==> src/rtl/router_pkg.sv <==
// Shared definitions for the 1-to-3 router: packet address format and the
// controller state encoding.
package router_pkg;

   localparam int unsigned ADDR_W   = 2;
   localparam int unsigned NUM_DEST = 3;

   localparam logic [ADDR_W-1:0] ADDR_INVALID = 2'b11;

   // Controller phases; DECODE_ADDRESS is the idle/reset phase.
   typedef enum logic [2:0] {
      DECODE_ADDRESS     = 3'd0,
      LOAD_FIRST_DATA    = 3'd1,
      LOAD_DATA          = 3'd2,
      FIFO_FULL_STATE    = 3'd3,
      LOAD_AFTER_FULL    = 3'd4,
      LOAD_PARITY        = 3'd5,
      CHECK_PARITY_ERROR = 3'd6,
      WAIT_TILL_EMPTY    = 3'd7
   } ctrl_state_e;

   // Picks the per-destination flag for an address; the invalid address
   // maps to no destination and yields 0.
   function automatic logic dest_bit(input logic [NUM_DEST-1:0] vec,
                                     input logic [ADDR_W-1:0]   addr);
      case (addr)
         2'd0:    return vec[0];
         2'd1:    return vec[1];
         2'd2:    return vec[2];
         default: return 1'b0;
      endcase
   endfunction

endpackage

==> src/rtl/router_ctrl_fsm.sv <==
// Packet-level controller for the router input path. Decodes the header
// address, sequences header/payload/parity phases and handles full, busy
// destination and per-destination soft-reset conditions. All outputs are
// Moore decodes of the state register.
module router_ctrl_fsm
   import router_pkg::*;
(
   input  logic              clock,
   input  logic              resetn,
   input  logic              pkt_valid,
   input  logic [ADDR_W-1:0] data_in,
   input  logic              fifo_full,
   input  logic              fifo_empty_0,
   input  logic              fifo_empty_1,
   input  logic              fifo_empty_2,
   input  logic              soft_reset_0,
   input  logic              soft_reset_1,
   input  logic              soft_reset_2,
   input  logic              parity_done,
   input  logic              low_pkt_valid,
   output logic              detect_add,
   output logic              lfd_state,
   output logic              ld_state,
   output logic              laf_state,
   output logic              full_state,
   output logic              write_enb_reg,
   output logic              rst_int_reg,
   output logic              busy
);

   ctrl_state_e         state_q, state_d;
   logic [ADDR_W-1:0]   addr_q, addr_d;
   logic [NUM_DEST-1:0] empty_vec;
   logic [NUM_DEST-1:0] soft_vec;
   logic                sel_empty;
   logic                sel_soft;

   assign empty_vec = {fifo_empty_2, fifo_empty_1, fifo_empty_0};
   assign soft_vec  = {soft_reset_2, soft_reset_1, soft_reset_0};

   // Flags of the destination latched from the current packet header.
   assign sel_empty = dest_bit(empty_vec, addr_q);
   assign sel_soft  = dest_bit(soft_vec, addr_q);

   // State and address registers with synchronous active-low reset.
   always_ff @(posedge clock) begin
      // NOTE: non-blocking assignments keep every flop sampling pre-edge values.
      if (!resetn) begin
         state_q <= DECODE_ADDRESS;
         addr_q  <= '0;
      end else begin
         state_q <= state_d;
         addr_q  <= addr_d;
      end
   end

   // Next-state and header-address capture.
   always_comb begin
      // NOTE: defaults first so no path leaves a signal unassigned (no latches).
      state_d = state_q;
      addr_d  = addr_q;

      if (state_q == DECODE_ADDRESS && pkt_valid) begin
         addr_d = data_in;
      end

      if (state_q != DECODE_ADDRESS && sel_soft) begin
         // Timeout of the addressed destination aborts the packet.
         state_d = DECODE_ADDRESS;
      end else begin
         case (state_q)
            DECODE_ADDRESS: begin
               // The header address is not registered yet, so use data_in.
               if (pkt_valid && data_in != ADDR_INVALID) begin
                  state_d = dest_bit(empty_vec, data_in) ? LOAD_FIRST_DATA
                                                         : WAIT_TILL_EMPTY;
               end
            end
            WAIT_TILL_EMPTY: begin
               if (sel_empty) state_d = LOAD_FIRST_DATA;
            end
            LOAD_FIRST_DATA: state_d = LOAD_DATA;
            LOAD_DATA: begin
               if (fifo_full)       state_d = FIFO_FULL_STATE;
               else if (!pkt_valid) state_d = LOAD_PARITY;
            end
            FIFO_FULL_STATE: begin
               if (!fifo_full) state_d = LOAD_AFTER_FULL;
            end
            LOAD_AFTER_FULL: begin
               if (parity_done)        state_d = DECODE_ADDRESS;
               else if (low_pkt_valid) state_d = LOAD_PARITY;
               else                    state_d = LOAD_DATA;
            end
            LOAD_PARITY: state_d = CHECK_PARITY_ERROR;
            CHECK_PARITY_ERROR: begin
               state_d = fifo_full ? FIFO_FULL_STATE : DECODE_ADDRESS;
            end
            default: state_d = DECODE_ADDRESS;
         endcase
      end
   end

   // Moore output decode from the state register only.
   always_comb begin
      detect_add    = (state_q == DECODE_ADDRESS);
      lfd_state     = (state_q == LOAD_FIRST_DATA);
      ld_state      = (state_q == LOAD_DATA);
      laf_state     = (state_q == LOAD_AFTER_FULL);
      full_state    = (state_q == FIFO_FULL_STATE);
      write_enb_reg = (state_q == LOAD_DATA) || (state_q == LOAD_PARITY) ||
                      (state_q == LOAD_AFTER_FULL);
      rst_int_reg   = (state_q == CHECK_PARITY_ERROR);
      busy          = !((state_q == DECODE_ADDRESS) || (state_q == LOAD_DATA));
   end

endmodule

==> config.mk <==
export PLATFORM = sky130hd
export DESIGN_NAME = router_ctrl_fsm
export DESIGN_NICKNAME = d
export VERILOG_FILES = /design/src/rtl/router_pkg.sv /design/src/rtl/router_ctrl_fsm.sv
export SDC_FILE = /design/constraint.sdc
export NUM_CORES = 1
export LEC_CHECK = 0
export ABC_AREA = 1
export BUFFER_PORTS_ARGS = -buffer_cell sky130_fd_sc_hd__buf_4
export CAP_MARGIN = 20
export CORE_AREA = 2 2 39 41
export CTS_CLUSTER_DIAMETER = 150
export DETAILED_ROUTE_END_ITERATION = 10
export DIE_AREA = 0 0 41 43
export SLEW_MARGIN = 20
export SYNTH_ARGS = -nofsm -noshare
export SYNTH_HDL_FRONTEND = slang
export SYNTH_SLANG_ARGS = --single-unit
==> constraint.sdc <==
create_clock -name clock -period 2.8 [get_ports clock]
set_clock_uncertainty 0.1 [all_clocks]
set_input_delay 0.28 -clock clock [delete_from_list [all_inputs] [get_ports clock]]
set_output_delay 0.28 -clock clock [all_outputs]
set_load 0.005 [all_outputs]
**Yosys cells after proc, flatten, opt, wreduce, memory -nomap -nowiden**

Index checks and enable logic that the tools add are counted.

- Register bits: 5
- Output and inout port bits: 8

- Eq/ne operators: 16
- Mux-type cells: 16
- Bitwise logic cells: 1
- Reductions and logical operators: 13

Operators with widths:

| cell | number |
|---|---|
| $mux 3 | 8 |
| $pmux 3 s8 | 1 |
| $eq 3x3->1 const B | 4 |
| $pmux 1 s3 | 3 |
| $eq 3x2->1 const B | 2 |
| $ne 2x2->1 const B | 3 |
| $eq 2x1->1 const B | 2 |
| $eq 2x2->1 const B | 2 |
| $logic_not 2->1 | 2 |
| $reduce_and 4->1 | 1 |
| $eq 3x1->1 const B | 1 |
| $logic_and 1x1->1 | 3 |
| $logic_not 3->1 | 1 |
| $logic_or 1x1->1 | 3 |
| $mux 1 | 3 |
| $ne 3x3->1 const B | 1 |
| $reduce_bool 3->1 | 1 |
| $mux 2 | 1 |
| $ne 2x1->1 const B | 1 |
| $reduce_or 2->1 | 1 |
| $logic_not 1->1 | 1 |
| $not 1->1 | 1 |

**Longest topological paths before layout**

Gate-level depths: netlist (run 1).

- Depth in word-level cells: 8
- Gate-level depth with buffers: 8
- Mapped depth without buffers: 8

**Worst setup path before layout (run 1)**

No wires, ideal clock.

- Path type: flip-flop to flip-flop
- Start point: reg state_q[2]
- End point: reg state_q[2]
- Library setup time: 0.112 ns
- Data arrival time: 1.015 ns
- Setup slack: 1.574 ns
- Stages on the path, launching flop included: 9
- Buffers on the path: 1
- Period minus slack after synthesis: 1.226 ns
- Path through: dfxtp_1 inv_2 buf_2 nand2_1 inv_2 nand3_1 nand3_1 nor2_1 nor2_1

- Word-level cells in the longest chain between the ends: 3

RTL lines:

| item | line | RTL |
|---|---|---|
| start: declaration | router_ctrl_fsm.sv:31 | `ctrl_state_e state_q, state_d;` |
| start signal: assignment | router_ctrl_fsm.sv:52 | `state_q <= state_d;` |
| $logic_not 3->1 (*) | - |  |
| via detect_add | router_ctrl_fsm.sv:21 | `output logic detect_add,` |
| $ne 2x1->1 (no line) | - |  |
| $reduce_and 4->1 (no line) | - |  |

The timed path passes the listed nets; every way through them passes the cells marked *.
A chain may end at the register's enable or synchronous reset.

**Worst setup path after layout (run 1)**

- Start point: reg state_q[0]
- End point: out lfd_state

- Word-level cells in the longest chain between the ends: 1

RTL lines:

| item | line | RTL |
|---|---|---|
| $eq 3x1->1 | router_ctrl_fsm.sv:107 | `lfd_state = (state_q == LOAD_FIRST_DATA);` |
| end: declaration | router_ctrl_fsm.sv:22 | `output logic lfd_state,` |

No other way between the ends.

==> results of run 1 <==
==> layout make-up <==
class / count / share of cell area [%]
inverters: 10 / 5.70
repair buffers: 21 / 24.0
multi-input cells: 71 / 48.1
clock buffers: 4 / 3.99
well taps: 16 / 3.04
flip-flops and latches: 5 / 15.2
==> stage by stage <==
stage | power (mW) | utilization (%) | cell area (sq um)
after detailed placement | 0.439 | 45.7 | 632
after global routing | 0.580 | 47.6 | 658
final | 0.521 | 47.6 | 658
after floorplan | 0.330 | - | 467
after global placement | 0.439 | 45.7 | 632
after CTS | 0.527 | 47.6 | 658
==> cells in the mapped netlist <==
cell type / count
nand4_1: 3
dfxtp_1: 5
a21oi_1: 2
buf_4: 1
or2_1: 1
o21ai_1: 3
nor2_1: 16
o211ai_1: 1
buf_2: 1
nand2_2: 1
inv_1: 7
o21ai_0: 3
nand3_1: 14
nor3_1: 1
nand2_1: 24
inv_2: 3
nor2_2: 2
==> cell families (layout without fill, tap and decap cells) <==
logic type             after synthesis  in the layout  share of synthesized area [%]
AO/OA/AOI/OAI                        9              9                           10.2
buffers and inverters               12             35                           10.7
flip-flops                           5              5                           21.4
AND/OR/NAND/NOR                     62             62                           57.6
==> path summary, 6_finish.rpt <==
kind | from | end | slack (ns) | depth (start not counted)
setup reg to reg | state_q[1]$_SDFFE_PP0P_ | state_q[2]$_SDFFE_PP0P_ | 1.44 | 7
hold / removal | resetn | addr_q[1]$_SDFFE_PN0P_ | 0.21 | 3
setup / recovery | state_q[0]$_SDFFE_PP0P_ | lfd_state | 1.19 | 4
hold reg to reg | addr_q[1]$_SDFFE_PN0P_ | addr_q[1]$_SDFFE_PN0P_ | 0.47 | 2
==> power by group through the flow <==
stage / sequential, mW / combinational (mW) / clock [mW]
final: 0.132 / 0.304 / 0.0855
after global routing: 0.139 / 0.352 / 0.0902
after CTS: 0.132 / 0.307 / 0.0883
after detailed placement: 0.133 / 0.306 / 0
after global placement: 0.135 / 0.305 / 0
after floorplan: 0.118 / 0.212 / 0
==> flip-flops by register name, summed over array words and instances (netlist names) <==
register  cells
state_q       3
addr_q        2
==> per-layer routing <==
layer | vias to the layer above | global-route usage [%] | wire length [microns]
li1 | 333 | - | -
met1 | 261 | 22.5 | 512
met2 | 19 | 28.1 | 637
met3 | 2 | 1.57 | 72
met4 | 0 | 8.00 | 11
met5 | - | 0 | 0
==> worst max-delay path, delay by kind of cell, from the launching register on <==
kind	cells	cell delay [ns]
flip-flops	1	0.44
AND/OR/NAND/NOR	2	0.33
buffers and inverters	2	0.21
==> flow_metrics.tcl, run 1 <==
set metrics [dict create \
    clock_latency_ns 0.25 \
    power_frac_comb_pct 58.2 \
    start_util_pct 33.7 \
    mostFrequentLayoutCells "nand2_1 (24), buf_4 (21), nor2_1 (16)" \
    critPathKind "register to primary output" \
    period_minus_slack_ns 1.61 \
    dp.cells 123 \
    timing.final.crit_share_pct 57.4 \
    grt_max_degree 13 \
    max_freq_mhz 623 \
    die_w_microns 41 \
    wl_per_cell_microns 9.71 \
    syn-num-nets 102 \
    hpwl_mm 1.02 \
    tightest_slew_ns 0.357 \
    diodes 0 \
    area_delta_synth_final_pct 41.0 \
    critPathMaxStageDelay_ns 0.44 \
    finalHoldViolCount 0 \
    fin_setup_tns_ns 0 \
    rsz0062_at_grt "no" \
    fin_hold_ws_ns 0.212 \
    ios 22 \
    synth_area_sq_um 467 \
    worstPathArrival_ns 1.23 \
    maxCapViolCount 0 \
    vias 615 \
    place_ws_ns 1.45 \
    n_fill_cell 150 \
    final_common_cell "nand2_1" \
    clock_path_buffers 2 \
    routed_wirelength_mm 1.23 \
    cp-start-kind "register" \
    synth.largest_area_cell "dfxtp_1" \
    setup_violations 0 \
    drive_above_1_share_pct 27.0 \
    synth_cell_types 17 \
    cts_tree "built" \
    cts-resized-gates 0 \
    p_per_area_nw_per_um2 792 \
    overflow 0 \
    cpMaxStageDelayCell "dfxtp_1" \
    ys_top_cells_by_area "dfxtp_1 (21%), nand2_1 (19%), nand3_1 (15%)" \
    synth_cells 88 \
    drv_slew 0 \
    swShare_pct 45.7 \
    power_switching_uw 238 \
    clk_pin_slew_ns 0.05 \
    dieArea_sq_um 1760 \
    grt_pass1_wl_mm 2.18 \
    final_nets 126 \
    drtPass1Iterations 4 \
    drcViolationCount 0 \
    cts_buffers 3 \
    first_global_vias 561 \
    status "complete, no violations" \
    relSlewSlack_pct 76.2 \
    ant_nets 0 \
    clkPwrFrac_pct 16.4 \
    synth_top_cell_area_share_pct 21.4 \
    cts.sinks 5 \
    fin_ws_ns 1.19 \
    p_int_uw 283 \
    path_cells "inv_2 > or2_1 > nor2_1 > buf_4" \
    leakagePower_nw 0.364 \
    clockRootBuffer "clkbuf_4" \
    hp-class "input port to register" \
    cts_hold_buffers 0 \
    vias_per_cell 4.84 \
    worstPathRequired_ns 2.42 \
    antenna_found_initial 0 \
    ir_drop_mv 0.321 \
    grt_usage_pct 17.6 \
    multi_input_area_sq_um 317 \
    syn-mean-instance-area_sq_um 5.30 \
    drt_iter0_markers 10 \
    rows 14 \
    ys_ff_latch 5 \
    cp_max_fo 6 \
    final_cells 127 \
    design.core.area_sq_um 1380 \
    seqCellArea_sq_um 100 \
    h-tree-depth 1 \
    p_seq_share_pct 25.4 \
    yosysSeqAreaShare_pct 21.4 \
    die_h_microns 43 \
    portBuffers 21 \
    crit_path_end_kind "primary output" \
    postCtsSetupBuffers 0 \
    yosys_warnings 0 \
    place.gp.congestion 0.772 \
]
No activity file was read; power rests on OpenSTA's default activity.
==> run 2: changes to the inputs <==
Settings changed: ABC_AREA 1 to 0.
Clock period 2.8 ns to 1.6 ns, I/O delays scaled along.
==> flow_metrics.tcl, run 2 <==
set metrics [dict create \
    first_global_vias 461 \
    grt_pass1_wl_mm 1.89 \
    drt_iter0_markers 4 \
    ys.flop_type "dfxtp_1" \
    power_switching_uw 438 \
    area_delta_synth_final_pct 43.1 \
    final_common_cell "buf_4" \
    setup_violations 0 \
    clock_path_buffers 2 \
    h-tree-depth 1 \
    fin_setup_tns_ns 0 \
    vias 536 \
    ys_top_cells_by_area "dfxtp_1 (21%), mux2i_1 (6.2%), nand2_1 (5.5%)" \
    largest_register "state_q" \
    finalHoldViolCount 0 \
    fin_hold_ws_ns 0.109 \
    synth_top_cell_area_share_pct 20.8 \
    postCtsSetupBuffers 0 \
    crit_path_end_kind "register" \
    overflow 0 \
    cts_hold_buffers 0 \
    async_flop_share_pct 0 \
    clockRootBuffer "clkbuf_4" \
    max_freq_mhz 659 \
    clock_latency_ns 0.24 \
    synth_cells 61 \
    ys_ff_latch 5 \
    largest_reg_flops 3 \
    critPathKind "register to register" \
    postPlaceCellArea_sq_um 662 \
    syn-mean-instance-area_sq_um 7.90 \
    rows 14 \
    synthTopCellsByCount "nand2_1 (7), a21oi_1 (5), dfxtp_1 (5)" \
    dieArea_sq_um 1760 \
    worstPathRequired_ns 1.64 \
    ant_nets 0 \
    ir_drop_mv 0.715 \
    wl_per_cell_microns 11.9 \
    cpMaxStageDelayCell "or3_4" \
    timing.final.crit_share_pct 94.9 \
    yosysSeqAreaShare_pct 20.8 \
    drtPass1Iterations 2 \
    finish.utilization_pct 49.8 \
    critPathMaxStageDelay_ns 0.42 \
    mostFrequentLayoutCells "buf_4 (24), nand2_1 (7), a21oi_1 (5)" \
    drv_slew 0 \
    path_cells "or3_4 > clkinv_4 > and3_1 > o21ai_2 > a311oi_2" \
    maxCapViolCount 0 \
    drive_above_1_share_pct 40.7 \
    reg_top3 "state_q (3), addr_q (2)" \
    design.core.area_sq_um 1380 \
    swShare_pct 40.8 \
    cts.sinks 5 \
    final_nets 101 \
    vias_per_cell 5.25 \
    ios 22 \
    synth_edf_count 0 \
    grt_max_degree 11 \
    worstPathArrival_ns 1.56 \
    drcViolationCount 0 \
    p_per_area_nw_per_um2 1560 \
    portBuffers 21 \
    hpwl_microns 979 \
    synth_cell_types 35 \
    routed_wirelength_mm 1.22 \
    final_area_sq_um 689 \
    cts_tree "built" \
    place.gp.congestion 0.850 \
    start_util_pct 34.8 \
    antenna_found_initial 0 \
    rsz0062_at_grt "no" \
    cts_buffers 3 \
    yosys_warnings 0 \
    cp_max_fo 7 \
    grt_usage_pct 16.5 \
    hp-class "input port to register" \
    clk_pin_slew_ns 0.04 \
    diodes 0 \
    relSlewSlack_pct 76.3 \
    synth.largest_area_cell "dfxtp_1" \
    p_int_uw 635 \
    p_seq_share_pct 22.0 \
    power_frac_comb_pct 64.8 \
    cp-start-kind "register" \
    die_w_microns 41 \
    leakagePower_nw 0.320 \
    status "complete, no violations" \
    die_h_microns 43 \
    synth_area_sq_um 482 \
    clkPwrFrac_pct 13.2 \
    tightest_slew_ns 0.351 \
    yosysMostFrequentCell "nand2_1" \
    period_minus_slack_ns 1.52 \
    syn-num-nets 75 \
]
==> run 2: cell count changes after synthesis, sizes merged, moves of 3 or more <==
| cell | delta |
|---|---|
| nand4 | -3 |
| o21ai | -3 |
| inv | -8 |
| nand3 | -12 |
| a21oi | +3 |
| mux2i | +3 |
| nand2 | -18 |
| nor2 | -14 |
==> run 2: worst paths after layout <==
check,start,to,slack [ns],cells past startpoint
setup / recovery,state_q[0]$_SDFFE_PP0P_,state_q[2]$_SDFFE_PP0P_,0.08,5
hold / removal,resetn,addr_q[0]$_SDFFE_PN0P_,0.11,2
setup reg to reg,state_q[0]$_SDFFE_PP0P_,state_q[2]$_SDFFE_PP0P_,0.08,5
hold reg to reg,addr_q[0]$_SDFFE_PN0P_,addr_q[0]$_SDFFE_PN0P_,0.42,2
==> run 2: cell families after synthesis <==
group	share of synthesized area [%]
buffers and inverters	7.53
DFF	20.8
and+or+nand+nor	37.4
AOI/OAI and AO/OA	28.0
muxes	6.23
==> run 2: final cells by class <==
class / instances / area, sq um
multi-input cells: 50 / 345
inverters: 3 / 16.3
clock buffers: 4 / 26.3
fillers: 144 / 694
flip-flops and latches: 5 / 101
well taps: 16 / 20.0
repair buffers: 24 / 180
==> run 2: metrics by stage <==
stage | std cells | total power, mW | setup WS, ns
after floorplan | 61 | 0.682 | 0.176
after global placement | 98 | 0.940 | 0.0578
after detailed placement | 98 | 0.932 | 0.0921
after CTS | 102 | 1.09 | 0.0668
after global routing | 102 | 1.18 | 0.00219
final | 102 | 1.07 | 0.0819
==> run 2: metal layers <==
layer  up-vias  routed length, microns  track usage (%)
met5         -                       0                0
met4         0                      14             10.0
met1       236                     511             19.0
met3         2                     115             6.28
li1        276                       -                -
met2        22                     576             24.4
==> run 2: critical path, delay by kind of cell, from the launching register on <==
| family | cells | cell delay [ns] |
|---|---|---|
| compound gates | 2 | 0.30 |
| buf+inv | 1 | 0.07 |
| flops | 1 | 0.35 |
| simple gates | 2 | 0.59 |
==> run 2: power by group through the flow <==
stage / clock network [mW] / logic, mW / registers (mW)
floorplan: 0 / 0.483 / 0.199
global placement: 0 / 0.708 / 0.232
detailed placement: 0 / 0.699 / 0.233
CTS: 0.151 / 0.705 / 0.235
global route: 0.167 / 0.766 / 0.245
finish: 0.142 / 0.695 / 0.236
==> run 2: timing repair <==
action                                 in CTS  in global routing
endpoints found under the hold margin       0                  0
setup endpoints to repair                   1                  1
resized for setup                           1                  1
==> run 3: changes to the inputs <==
Settings changed: GPL_TIMING_DRIVEN set to 0.
==> flow_metrics.tcl, run 3 (synthesis gave the netlist of run 2 again) <==
set metrics [dict create \
    rrSetupSlack_ns 0.08 \
    drtPass1Iterations 4 \
    r2r_cells 5 \
    ant_nets 0 \
    start_util_pct 34.8 \
    clockRootBuffer "clkbuf_4" \
    postCtsSetupBuffers 0 \
    p_per_area_nw_per_um2 1580 \
    cts_tree "built" \
    r2r-start "state_q[1]$_SDFFE_PP0P_" \
    fin_setup_tns_ns 0 \
    worstPathArrival_ns 1.56 \
    rsz0062_at_grt "no" \
    period_minus_slack_ns 1.52 \
    crit_path_end_kind "register" \
    grt_usage_pct 14.6 \
    dieArea_sq_um 1760 \
    first_global_vias 482 \
    area_delta_synth_final_pct 46.0 \
    vias_per_cell 5.15 \
    die_w_microns 41 \
    routed_wirelength_mm 1.22 \
    finish.utilization_pct 50.8 \
    cts_buffers 3 \
    vias 525 \
    clock_path_buffers 2 \
    status "complete, no violations" \
    worstSetupStartpoint "state_q[1]$_SDFFE_PP0P_" \
    mostFrequentLayoutCells "buf_4 (21), nand2_1 (7), dfxtp_1 (5)" \
    r2r-end "state_q[2]$_SDFFE_PP0P_" \
    cts.sinks 5 \
    setup_violations 0 \
    maxCapViolCount 0 \
    overflow 0 \
    place.gp.congestion 0.787 \
    cts_hold_buffers 0 \
    critPathKind "register to register" \
    ios 22 \
    antenna_found_initial 0 \
    max_freq_mhz 658 \
    diodes 0 \
    reg_top3 "state_q (3), addr_q (2)" \
    place_ws_ns 0.0447 \
    drcViolationCount 0 \
    drv_slew 0 \
    rows 14 \
    worstPathRequired_ns 1.64 \
    cp_max_fo 10 \
    cp-start-kind "register" \
    die_h_microns 43 \
    cp-endpoint "state_q[2]$_SDFFE_PP0P_" \
    clock_latency_ns 0.23 \
    finalHoldViolCount 0 \
    ir_drop_mv 0.643 \
    tightest_slew_ns 0.373 \
    final_nets 101 \
    drt_iter0_markers 6 \
    fin_ws_ns 0.0801 \
    grt_max_degree 11 \
    wl_per_cell_microns 11.9 \
    grt_pass1_wl_mm 1.83 \
    relSlewSlack_pct 74.8 \
    hp-class "input port to register" \
    final_common_cell "buf_4" \
    largest_register "state_q" \
    portBuffers 21 \
    drive_above_1_share_pct 41.9 \
    design.core.area_sq_um 1380 \
    largest_reg_flops 3 \
    clk_pin_slew_ns 0.04 \
    timing.final.crit_share_pct 95.0 \
    h-tree-depth 1 \
    hpwl_microns 948 \
    leakagePower_nw 0.333 \
]
-- run 3: cell counts in the layout (fill, tap and decap cells not counted) --
Identical to the previous run, type by type.
-- run 3: worst max-delay path, cell delays in order, from the launching register on --
cell and delay, ns:
dfxtp_1 0.30, buf_6 0.13, or3_4 0.37, a31oi_1 0.15, o21ai_1 0.12, a311oi_2 0.26
-- run 3: worst min path at each step --
stage | startpoint | end | slack [ns] | cells past startpoint
floorplan | resetn | addr_q[0]$_SDFFE_PN0P_ | 0.21 | 1
global placement | resetn | addr_q[1]$_SDFFE_PN0P_ | 0.36 | 2
detailed placement | resetn | addr_q[1]$_SDFFE_PN0P_ | 0.36 | 2
CTS | resetn | addr_q[0]$_SDFFE_PN0P_ | 0.12 | 2
global route | resetn | addr_q[0]$_SDFFE_PN0P_ | 0.12 | 2
finish | resetn | addr_q[0]$_SDFFE_PN0P_ | 0.12 | 2
-- run 3: cell type report --
class | count | area, sq um
fill | 147 | 681
multi-input combinational | 50 | 362
timing repair buffer | 21 | 158
sequential | 5 | 100
clock buffer | 4 | 26.3
buffer | 3 | 21.3
tap | 16 | 20.0
inverter | 3 | 16.3
-- run 3: routing by layer --
metal  vias to the layer above  track usage (%)  part of all wire, %
met3                         0             1.57                  9.6
met4                         0             4.00                    0
met5                         -                0                    0
li1                        276                -                    -
met2                        22             25.0                   46
met1                       227             18.0                   44
-- run 3: repair_timing --
item / 4_1_cts / 5_1_grt
gates resized for setup: 1 / 5
hold endpoints to repair: 0 / 0
setup endpoints to repair: 1 / 4
-- run 3: through the flow --
| stage | instance area [sq um] | hold WS [ns] | instances | total power [mW] |
|---|---|---|---|---|
| 2_1_floorplan | 482 | 0.214 | 61 | 0.682 |
| 3_3_place_gp | 659 | 0.358 | 98 | 0.943 |
| 3_5_place_dp | 659 | 0.359 | 98 | 0.937 |
| 4_1_cts | 687 | 0.116 | 102 | 1.09 |
| 5_1_grt | 703 | 0.116 | 102 | 1.21 |
| 6_report | 703 | 0.115 | 102 | 1.11 |
-- run 3: report_power, final --
group	internal, mW	total, mW	switching, mW
logic	0.403	0.767	0.363
clock network	0.0939	0.140	0.0457
registers	0.167	0.207	0.0399
total	0.664	1.11	0.449
